--- src/rtl/kronos_types.sv ---
// Shared types and constants for the Kronos fetch front end.
package kronos_types;

    // IF/ID pipe register contents: fetch address and instruction word.
    typedef struct packed {
        logic [31:0] pc;
        logic [31:0] ir;
    } pipeIFID_t;

    // Canonical no-op (addi x0, x0, 0).
    localparam logic [31:0] INSTR_NOP = 32'h00000013;

    // Clear the byte-offset bits of an address so it lands on a word boundary.
    function automatic logic [31:0] align_word(input logic [31:0] addr);
        return addr & ~32'h3;
    endfunction

endpackage

--- src/rtl/kronos_fetch_fifo.sv ---
// Prefetch buffer: synchronous FIFO of {pc, ir} pairs with a one-cycle flush.
// Head data reads as zero while the buffer is empty.
module kronos_fetch_fifo
    import kronos_types::*;
#(
    parameter int DEPTH = 4
) (
    input  logic                       clk,
    input  logic                       rst,
    input  logic                       push,
    input  pipeIFID_t                  wdata,
    input  logic                       pop,
    input  logic                       flush,
    output pipeIFID_t                  head,
    output logic [$clog2(DEPTH+1)-1:0] count,
    output logic                       empty,
    output logic                       full
);

    localparam int AW = $clog2(DEPTH);
    localparam int CW = $clog2(DEPTH + 1);

    pipeIFID_t       mem [DEPTH];
    logic [AW-1:0]   wr_ptr;
    logic [AW-1:0]   rd_ptr;
    logic            do_push;
    logic            do_pop;

    assign empty   = (count == '0);
    assign full    = (count == CW'(DEPTH));
    assign do_pop  = pop && !empty;
    assign do_push = push && (!full || do_pop);
    assign head    = empty ? '0 : mem[rd_ptr];

    // Write the incoming entry into the slot at the write pointer.
    // NOTE: storage has no reset; count/pointers alone decide which slots are valid,
    // so resetting the array would only add reset fan-out.
    always_ff @(posedge clk) begin
        if (do_push && !flush) begin
            mem[wr_ptr] <= wdata;
        end
    end

    // Advance pointers and occupancy; flush drops every entry at once.
    // NOTE: non-blocking assignments here so every register samples pre-edge values.
    always_ff @(posedge clk or posedge rst) begin
        if (rst) begin
            wr_ptr <= '0;
            rd_ptr <= '0;
            count  <= '0;
        end else if (flush) begin
            wr_ptr <= '0;
            rd_ptr <= '0;
            count  <= '0;
        end else begin
            if (do_push) wr_ptr <= wr_ptr + AW'(1);
            if (do_pop)  rd_ptr <= rd_ptr + AW'(1);
            count <= count + CW'(do_push) - CW'(do_pop);
        end
    end

endmodule

--- src/rtl/kronos_if_prefetch.sv ---
// Instruction fetch stage with prefetch buffer and multiple outstanding IMEM requests.
// Requests are issued only when a response slot is guaranteed in the buffer, because
// IMEM responses cannot be back-pressured. A branch redirects fetch, empties the
// buffer and marks every in-flight response to be dropped on arrival.
module kronos_if_prefetch
    import kronos_types::*;
#(
    parameter logic [31:0] PC_START        = 32'h0,
    parameter int          FIFO_DEPTH      = 4,
    parameter int          MAX_OUTSTANDING = 2
) (
    input  logic        clk,
    input  logic        rst,
    output logic [31:0] instr_addr,
    output logic        instr_req,
    input  logic        instr_gnt,
    input  logic        instr_rvalid,
    input  logic [31:0] instr_rdata,
    output pipeIFID_t   pipe_IFID,
    output logic        pipe_vld,
    input  logic        pipe_rdy,
    input  logic        branch,
    input  logic [31:0] branch_target
);

    localparam int CW = $clog2(FIFO_DEPTH + 1);
    localparam int OW = $clog2(MAX_OUTSTANDING + 1);
    localparam int SW = ((CW > OW) ? CW : OW) + 1;

    logic [31:0]   pc;
    logic [31:0]   resp_pc;
    logic [OW-1:0] outstanding;
    logic [OW-1:0] discard;
    logic [CW-1:0] fifo_count;
    logic          fifo_empty;
    logic          fifo_full;
    logic          fifo_push;
    logic          fifo_pop;
    logic          accept;
    logic [SW-1:0] inflight;
    logic [31:0]   target;
    pipeIFID_t     fifo_wdata;

    assign target     = align_word(branch_target);
    assign inflight   = SW'(outstanding) + SW'(fifo_count);
    assign instr_req  = !rst && !branch
                        && (outstanding < OW'(MAX_OUTSTANDING))
                        && (inflight < SW'(FIFO_DEPTH));
    assign instr_addr = pc;
    assign accept     = instr_req && instr_gnt;

    assign fifo_push  = instr_rvalid && !branch && (discard == '0);
    assign fifo_pop   = pipe_vld && pipe_rdy;
    assign fifo_wdata = '{pc: resp_pc, ir: instr_rdata};
    assign pipe_vld   = !fifo_empty;

    // Track fetch/response addresses and the in-flight and to-be-dropped counts.
    // outstanding already includes responses that are marked for dropping, so after a
    // branch every still-pending response is stale and discard becomes outstanding
    // minus the one that lands this cycle; back-to-back branches cannot double count.
    always_ff @(posedge clk or posedge rst) begin
        if (rst) begin
            pc          <= PC_START;
            resp_pc     <= PC_START;
            outstanding <= '0;
            discard     <= '0;
        end else if (branch) begin
            pc          <= target;
            resp_pc     <= target;
            outstanding <= outstanding - OW'(instr_rvalid);
            discard     <= outstanding - OW'(instr_rvalid);
        end else begin
            if (accept) begin
                pc <= pc + 32'd4;
            end
            outstanding <= outstanding + OW'(accept) - OW'(instr_rvalid);
            if (instr_rvalid) begin
                if (discard != '0) begin
                    discard <= discard - OW'(1);
                end else begin
                    resp_pc <= resp_pc + 32'd4;
                end
            end
        end
    end

    kronos_fetch_fifo #(
        .DEPTH (FIFO_DEPTH)
    ) u_fifo (
        .clk   (clk),
        .rst   (rst),
        .push  (fifo_push),
        .wdata (fifo_wdata),
        .pop   (fifo_pop),
        .flush (branch),
        .head  (pipe_IFID),
        .count (fifo_count),
        .empty (fifo_empty),
        .full  (fifo_full)
    );

    // The credit check must keep every accepted response room in the buffer.
    assert property (@(posedge clk) disable iff (rst) fifo_push |-> (!fifo_full || fifo_pop));

endmodule

--- config.mk ---
export PLATFORM = sky130hd
export DESIGN_NAME = kronos_if_prefetch
export DESIGN_NICKNAME = d
export VERILOG_FILES = /design/src/rtl/kronos_types.sv /design/src/rtl/kronos_fetch_fifo.sv /design/src/rtl/kronos_if_prefetch.sv
export SDC_FILE = /design/constraint.sdc
export NUM_CORES = 1
export LEC_CHECK = 0
export CORE_MARGIN = 10
export CORE_UTILIZATION = 60
export CTS_CLUSTER_DIAMETER = 50
export CTS_CLUSTER_SIZE = 10
export DETAILED_ROUTE_END_ITERATION = 8
export PLACE_DENSITY = 0.85
export SLEW_MARGIN = 40
export SYNTH_ARGS = -nofsm -noshare
export SYNTH_HDL_FRONTEND = slang
export SYNTH_SLANG_ARGS = --single-unit
--- constraint.sdc ---
create_clock -name clk -period 9.5 [get_ports clk]
set_input_delay 1.9 -clock clk [delete_from_list [all_inputs] [get_ports clk]]
set_output_delay 1.9 -clock clk [all_outputs]
set_load 0.05 [all_outputs]
==> results of run 1 <==
cell usage in the layout (no fill, tap or decap), drive strengths merged, types with 2 or more instances in the layout:
cell type,Yosys,routed
a21boi,2,2
a21o,2,2
a21oi,14,14
a31oi,6,6
a41oi,2,2
and2,70,70
and3,4,4
and4,4,4
buf,23,9
clkbuf,21,61
clkdlybuf4s50,0,160
clkinv,0,2
conb,1,4
dfrtp,71,71
edfxtp,248,248
ha,13,13
inv,20,21
mux2,5,5
mux2i,2,2
mux4,62,62
nand2,53,53
nand3,29,29
nand4,20,20
nor2,25,25
nor3,16,16
nor4,9,9
nor4b,2,2
o211ai,12,12
o21ai,39,39
o311ai,8,8
o31a,2,2
o31ai,2,2
or3,8,8
xnor2,21,21
xor2,18,18
power by group through the flow:
stage | Combinational, mW | Sequential, mW | Clock, mW
floorplan | 1.07 | 1.73 | 0
global placement | 1.56 | 1.71 | 0
detailed placement | 1.58 | 1.72 | 0
CTS | 1.59 | 1.70 | 1.33
global route | 1.66 | 1.71 | 1.39
finish | 1.57 | 1.70 | 1.31
cell type report:
type | instances | area, um^2 | share of cell area [%]
clock buffer | 61 | 1110 | 6.74
timing repair buffer | 169 | 1670 | 10.2
tap | 280 | 350 | 2.12
clock inverter | 3 | 22.5 | 0.137
inverter | 20 | 75.1 | 0.455
sequential | 319 | 9230 | 56.0
multi-input combinational | 463 | 4030 | 24.4
worst paths after layout:
kind	start	endpoint	slack, ns
max	branch	instr_req	3.95
min	resp_pc[31]	u_fifo.mem[2][63]	0.55
max reg2reg	discard[0]	u_fifo.mem[1][45]	6.12
min reg2reg	resp_pc[31]	u_fifo.mem[2][63]	0.55
max in group asynchronous	rst	u_fifo.rd_ptr[0]	7.12
min in group asynchronous	rst	outstanding[1]	1.90
metal layers:
metal / track usage, % / vias to the layer above / share of wire (%) / wire length (um)
li1: - / 3580 / - / -
met1: 27.6 / 4042 / 41 / 12200
met2: 32.6 / 348 / 48 / 14400
met3: 5.60 / 51 / 8.7 / 2590
met4: 6.29 / 0 / 2.5 / 741
met5: 0 / - / 0 / 0
logic make-up after synthesis:
kind of cell	Yosys count	share of synthesized area, %
mux	69	10.9
fa+ha+maj	14	1.35
compound gates	92	4.23
buf+inv	64	2.16
xor+xnor	39	2.53
flops	319	68.2
simple gates	245	10.6
other cells	1	0.0277
flip-flops by register name, indices dropped and copies added, names as in the netlist:
signal and cells:
u_fifo.mem 248, u_fifo.count 3, u_fifo.rd_ptr 2, discard 2
u_fifo.wr_ptr 2, instr_addr 30, outstanding 2, resp_pc 30
==> results.cfg, run 1 <==
[outcome]
outcome = finished, final reports clean

[final_layout]
drive_above_1_share_pct = 14.2
diodes = 0
synthToLayoutAreaGrowth_pct = 22.0
layout.nets = 1096
nFillCells = 1288
fin_util_pct = 74.9
final_cells = 1315
design_area_um2 = 16500

[global_routing]
grt_max_degree = 72
antenna_found_initial = 0
grt_pass1_vias = 8304
gr-usage-all-layers_pct = 20.6
grt_remaining_overflow = 0
grt_pass1_wl_um = 46800

[floorplan]
core_region_area_um2 = 22000
die_x_um = 170
die_y_um = 170
num_rows = 54
start_util_pct = 61.4
pin_count = 168
die_area_um2 = 28900

[power_and_ir_drop]
p_total_mw = 4.58
intPower_mw = 2.99
swShare_pct = 34.8
comb_power_share_pct = 34.3
power_density_nw_per_um2 = 278
switching_power_mw = 1.59
power_frac_clock_pct = 28.7
seqPwrFrac_pct = 37.1
vdd_drop_max_uv = 156
total_leakage_power_nw = 5.61

[sta]
tns_ns = 0
period_needed_ns = 5.55
setup-violations-final = 0
whs_ns = 0.554
drv_slew = 0
max_freq_mhz = 180
worst_slew_pin_slew_ns = 0.921
worst_slack_ns = 3.95
relSlewSlack_pct = 38.1
timing.final.crit_share_pct = 58.4
grt_setup_unrepaired = false
hold_viol = 0
finClkSkew_ns = 0.0147

[placed_design]
place_area_um2 = 15400
gp_congestion = 0.861
placed_cells = 1251
place_ws_ns = 3.96
dp_hpwl_um = 18600
port_buffers = 161

[routing]
wire_per_inst_um = 22.8
route.vias.total = 8021
vias_per_cell = 6.10
wl_um = 29900
ant_nets = 0
firstDrtPassIters = 5
drt_iter0_markers = 681
drcViolationCount = 0

[setup_path]
required_ns = 7.60
cpLargestDelayFamily = buffers and inverters
slowest_delay_ns = 0.82
cp_max_fo = 71
end_kind = output pin
cp_data_arrival_time_ns = 3.65
rr_worst_depth = 6
path_cells = buf_2 -> buf_4 -> nor3_1 -> and3_1 -> clkdlybuf4s50_1
worstSetupPathDepth = 5
cp-start-kind = input port
crit_type = input port to output pin
worst_path_max_delay_cell = clkdlybuf4s50_1
critPathBufInv = 3

[logic_synthesis]
yosys.area.top_type = edfxtp_1
synth_area_leaders = edfxtp_1 (55%), dfrtp_1 (13%), mux4_2 (10%)
seq_area_frac_synth_pct = 68.2
synthTopCellsByCount = edfxtp_1 (248), dfrtp_1 (71), and2_1 (70)
ys_types = 56
synth_cells = 843
avgSynthCellArea_um2 = 16.0
yosysTopAreaCellShare_pct = 55.1
async_flop_share_pct = 22.3
ys_warn_count = 0
synth_edf_count = 248
ys_ff_latch = 319
synthesis.area_um2 = 13500
synth.most_common_cell = edfxtp_1
synth_ff_type = edfxtp_1

[clock_network]
cts-hold-fix-buffers = 0
cts_resized = 0
cts_inserted_buffers = 39
h-tree-depth = 2
ctsRootBufferMaster = clkbuf_16
cts.sinks = 319
clock_path_buffers = 3
cts_tree = done
clk_latency_ns = 0.51
clk_pin_slew_ns = 0.05
cts_setup_buffers = 0

[flow_run]
maxCapViolations = 0

[worst_hold_path]
hp-class = flip-flop to flip-flop
min_path_cells = 0
(Power assumes the default switching activity.)
==> run 2: changes to the inputs <==
--- a/config.mk
+++ b/config.mk
@@ -6,11 +6,11 @@
 export NUM_CORES = 1
 export LEC_CHECK = 0
 export CORE_MARGIN = 10
-export CORE_UTILIZATION = 60
+export CORE_UTILIZATION = 50
 export CTS_CLUSTER_DIAMETER = 50
 export CTS_CLUSTER_SIZE = 10
 export DETAILED_ROUTE_END_ITERATION = 8
-export PLACE_DENSITY = 0.85
+export PLACE_DENSITY = 0.76
 export SLEW_MARGIN = 40
 export SYNTH_ARGS = -nofsm -noshare
 export SYNTH_HDL_FRONTEND = slang
==> constraint.sdc (replaced) <==
create_clock -name clk -period 4.6 [get_ports clk]
set_input_delay 0.92 -clock clk [delete_from_list [all_inputs] [get_ports clk]]
set_output_delay 0.92 -clock clk [all_outputs]
set_load 0.05 [all_outputs]
==> results.cfg, run 2 (synthesis gave the netlist of run 1 again) <==
[outcome]
outcome = finished, final reports clean

[setup_path]
crit_type = flip-flop to output pin
cp_data_arrival_time_ns = 2.89
slowest_delay_ns = 0.70
cp_max_fo = 27
required_ns = 3.68
path_cells = buf_4 -> mux4_2 -> and2_1 -> clkdlybuf4s50_1
end_kind = output pin
worst_path_max_delay_cell = clkdlybuf4s50_1
critPathBufInv = 2
cp-start-kind = flip-flop
cpLargestDelayFamily = buffers and inverters

[clock_network]
clk_pin_slew_ns = 0.05
cts_inserted_buffers = 39
clk_latency_ns = 0.52
cts.sinks = 319
cts_resized = 0
h-tree-depth = 2
cts_setup_buffers = 0
ctsRootBufferMaster = clkbuf_16
cts_tree = done
clock_path_buffers = 3
cts-hold-fix-buffers = 0

[final_layout]
largest_register_ffs = 248
final_cell_mix = edfxtp_1 (248), clkdlybuf4s50_1 (160), dfrtp_1 (69)
synthToLayoutAreaGrowth_pct = 23.5
regMostFlops = u_fifo.mem
diodes = 0
nFillCells = 1954
design_area_um2 = 16700
drive_above_1_share_pct = 15.1
layout_commonest_cell = edfxtp_1
layout.nets = 1104

[sta]
hold_viol = 0
tns_ns = 0
max_freq_mhz = 263
relSlewSlack_pct = 49.2
drv_slew = 0
period_needed_ns = 3.81
finClkSkew_ns = 0.0158
setup-violations-final = 0
grt_setup_unrepaired = false
timing.final.crit_share_pct = 82.8
worst_slew_pin_slew_ns = 0.761

[routing]
wl_um = 29700
drcViolationCount = 0
drt_iter0_markers = 582
wire_per_inst_um = 21.4
ant_nets = 0
vias_per_cell = 5.68
firstDrtPassIters = 5
route.vias.total = 7873

[global_routing]
gr-usage-all-layers_pct = 17.7
grt_pass1_vias = 8406
grt_remaining_overflow = 0
grt_pass1_wl_um = 47000
antenna_found_initial = 0
grt_max_degree = 65

[power_and_ir_drop]
total_leakage_power_nw = 5.67
power_density_nw_per_um2 = 567
vdd_drop_max_uv = 373

[floorplan]
die_x_um = 184
num_rows = 60
pin_count = 168
core_region_area_um2 = 26800
start_util_pct = 50.4
die_y_um = 184
die_area_um2 = 34000

[worst_hold_path]
hp-class = flip-flop to flip-flop

[flow_run]
maxCapViolations = 0

[placed_design]
place_area_um2 = 15500
dp_hpwl_um = 18900
port_buffers = 161
gp_congestion = 0.816
## run 2: cell count changes in the layout (fill, tap and decap cells not counted), sizes merged
cell	previous run	this run
buf	9	17
clkinv	2	6
clkbuf	61	60
inv	21	20
## run 2: path summary, 6_finish.rpt
kind	start	to	slack, ns	depth (start not counted)
max reg2reg	u_fifo.count[1]	u_fifo.count[2]	2.02	9
min	u_fifo.wr_ptr[0]	u_fifo.wr_ptr[0]	0.55	1
min in group asynchronous	rst	u_fifo.wr_ptr[1]	0.67	2
max in group asynchronous	rst	instr_addr[7]	3.26	3
min reg2reg	u_fifo.wr_ptr[0]	u_fifo.wr_ptr[0]	0.55	1
max	u_fifo.rd_ptr[0]	pipe_IFID[9]	0.79	4
## run 2: per-layer routing
metal / wire length (um) / up-vias / share of wire, % / GRT usage, %
met5: 0 / - / 0 / 0
met4: 514 / 0 / 1.7 / 4.59
met3: 2070 / 39 / 7.0 / 4.84
met2: 14600 / 218 / 49 / 29.4
met1: 12500 / 4025 / 42 / 22.5
li1: - / 3591 / - / -
## run 2: worst reg2reg max path: cells and delay by family (launching register included)
family / cells / cell delay (ns)
adders and majority gates: 3 / 0.78
buffers and inverters: 2 / 0.11
and+or+nand+nor: 3 / 0.95
DFF: 1 / 0.45
xor gates and xnor gates: 1 / 0.16
## run 2: per-stage QoR
step	power, mW	hold slack, ns	std cells	setup slack [ns]	utilization, %
3_3_place_gp	6.81	0.533	1320	1.04	58.0
3_5_place_dp	6.85	0.544	1320	1.12	58.0
4_1_cts	9.60	0.551	1386	0.718	62.3
5_1_grt	9.90	0.594	1386	0.634	62.3
6_report	9.47	0.546	1386	0.792	62.3
2_1_floorplan	5.78	0.495	846	0.848	-
## run 2: area by class of cell
cell class              instances  area [um^2]  area share [%]
clock buffers                  60         1110            6.63
clock inverters                 6         28.8           0.172
inverters                      20         75.1           0.450
multi-input cells             463         4030            24.2
flip-flops and latches        319         9230            55.3
well taps                     341          427            2.56
repair buffers                177         1790            10.7
## run 2: power by group
part	total (mW)	switching (mW)	internal [mW]	leakage, nW
registers	3.46	0.167	3.29	3.10
logic	3.29	2.04	1.25	2.02
clock network	2.72	1.07	1.64	0.555
==> run 3: changes to the inputs <==
==> constraint.sdc (replaced) <==
create_clock -name clk -period 3.45 [get_ports clk]
set_input_delay 0.69 -clock clk [delete_from_list [all_inputs] [get_ports clk]]
set_output_delay 0.69 -clock clk [all_outputs]
set_load 0.05 [all_outputs]
==> results.cfg, run 3 (synthesis gave the netlist of run 1 again) <==
[outcome]
outcome = finished, final reports clean

[final_layout]
regMostFlops = u_fifo.mem
drive_above_1_share_pct = 16.5
seqCellArea_um2 = 9230
synthToLayoutAreaGrowth_pct = 23.9
final_cell_mix = edfxtp_1 (248), clkdlybuf4s50_1 (105), dfrtp_1 (69)
fin_util_pct = 62.5
nFillCells = 1980
largest_register_ffs = 248
multi_input_area_um2 = 4020
design_area_um2 = 16700
layout.nets = 1110
diodes = 0
layout_commonest_cell = edfxtp_1

[global_routing]
grt.met2_usage_pct = 27.2
met1_usage_pct = 23.7
grt_pass1_wl_um = 46700
antenna_found_initial = 0
grt_pass1_vias = 8196
gr-usage-all-layers_pct = 17.5
busiest_layer = met2
grt_max_degree = 72
met3_usage_pct = 5.14
grt_remaining_overflow = 0

[sta]
tns_ns = 0
setup-violations-final = 0
grt_setup_unrepaired = false
hold_viol = 0
drv_slew = 0
relSlewSlack_pct = 49.8
worst_slew_pin_slew_ns = 0.752
finClkSkew_ns = 0.0159
period_needed_ns = 3.26
timing.final.crit_share_pct = 94.5
max_freq_mhz = 307

[setup_path]
cp_max_fo = 11
required_ns = 2.76
end_kind = output pin
cp_data_arrival_time_ns = 2.57
crit_type = flip-flop to output pin
cp-start-kind = flip-flop

[clock_network]
cts-hold-fix-buffers = 0
cts_inserted_buffers = 40
cts_tree = done
cts.sinks = 319
ctsRootBufferMaster = clkbuf_16
h-tree-depth = 2
clk_latency_ns = 0.51
clk_pin_slew_ns = 0.05
clock_path_buffers = 3

[floorplan]
num_rows = 60
die_y_um = 184
start_util_pct = 50.4
die_area_um2 = 34000
core_region_area_um2 = 26800
pin_count = 168
die_x_um = 184

[power_and_ir_drop]
power_density_nw_per_um2 = 751
total_leakage_power_nw = 5.89
vdd_drop_max_uv = 294

[routing]
ant_nets = 0
firstDrtPassIters = 5
vias_per_cell = 5.64
wire_per_inst_um = 21.0
drt_iter0_markers = 522
route.vias.total = 7882
wl_um = 29400
drcViolationCount = 0

[worst_hold_path]
hp-class = flip-flop to flip-flop

[flow_run]
maxCapViolations = 0

[placed_design]
port_buffers = 161
dp_hpwl_um = 18800
place_area_um2 = 15600
gp_congestion = 0.819
-- run 3: cell type report --
class,instances,area share (%)
flip-flops and latches,319,55.1
clock buffers,66,6.75
inverters,20,0.448
well taps,341,2.55
repair buffers,182,10.8
clock inverters,6,0.374
multi-input cells,463,24.0
-- run 3: worst max-delay path: stages (launching register included) --
cell             delay [ns]
dfrtp_4                0.59
mux4_2                 0.58
and2_1                 0.18
clkdlybuf4s50_1        0.70
-- run 3: worst paths after layout --
path                                        from               end  slack (ns)  depth (start not counted)
min in group asynchronous                    rst        discard[1]        0.61                          3
worst max register to register   u_fifo.count[0]   u_fifo.count[2]        0.83                         10
worst max-delay path            u_fifo.rd_ptr[0]     pipe_IFID[61]        0.19                          3
worst min-delay path            u_fifo.wr_ptr[0]  u_fifo.wr_ptr[0]        0.55                          1
max in group asynchronous                    rst        resp_pc[7]        2.47                          3
worst min register to register  u_fifo.wr_ptr[0]  u_fifo.wr_ptr[0]        0.55                          1
-- run 3: power breakdown --
| group | switching (mW) | internal [mW] |
|---|---|---|
| registers | 0.259 | 4.39 |
| logic | 2.67 | 1.50 |
| clock network | 1.44 | 2.30 |
-- run 3: per-layer routing --
metal / up-vias / part of all wire, %
met5: - / 0
met4: 0 / 1.9
met3: 41 / 7.5
met1: 3994 / 43
met2: 237 / 47
li1: 3610 / -
-- run 3: stage by stage --
stage / setup slack (ns) / hold WS, ns / total power, mW / std cells
floorplan: 0.578 / 0.495 / 7.70 / 846
global placement: 0.430 / 0.522 / 9.10 / 1325
detailed placement: 0.377 / 0.541 / 9.14 / 1325
CTS: 0.147 / 0.556 / 12.7 / 1397
global route: 0.101 / 0.596 / 13.1 / 1397
finish: 0.191 / 0.549 / 12.6 / 1397
-- run 3: timing repair --
item                                    4_1_cts  5_1_grt
endpoints found under the setup margin       42        0
resized for setup                            42        0
setup buffers                                 0        0
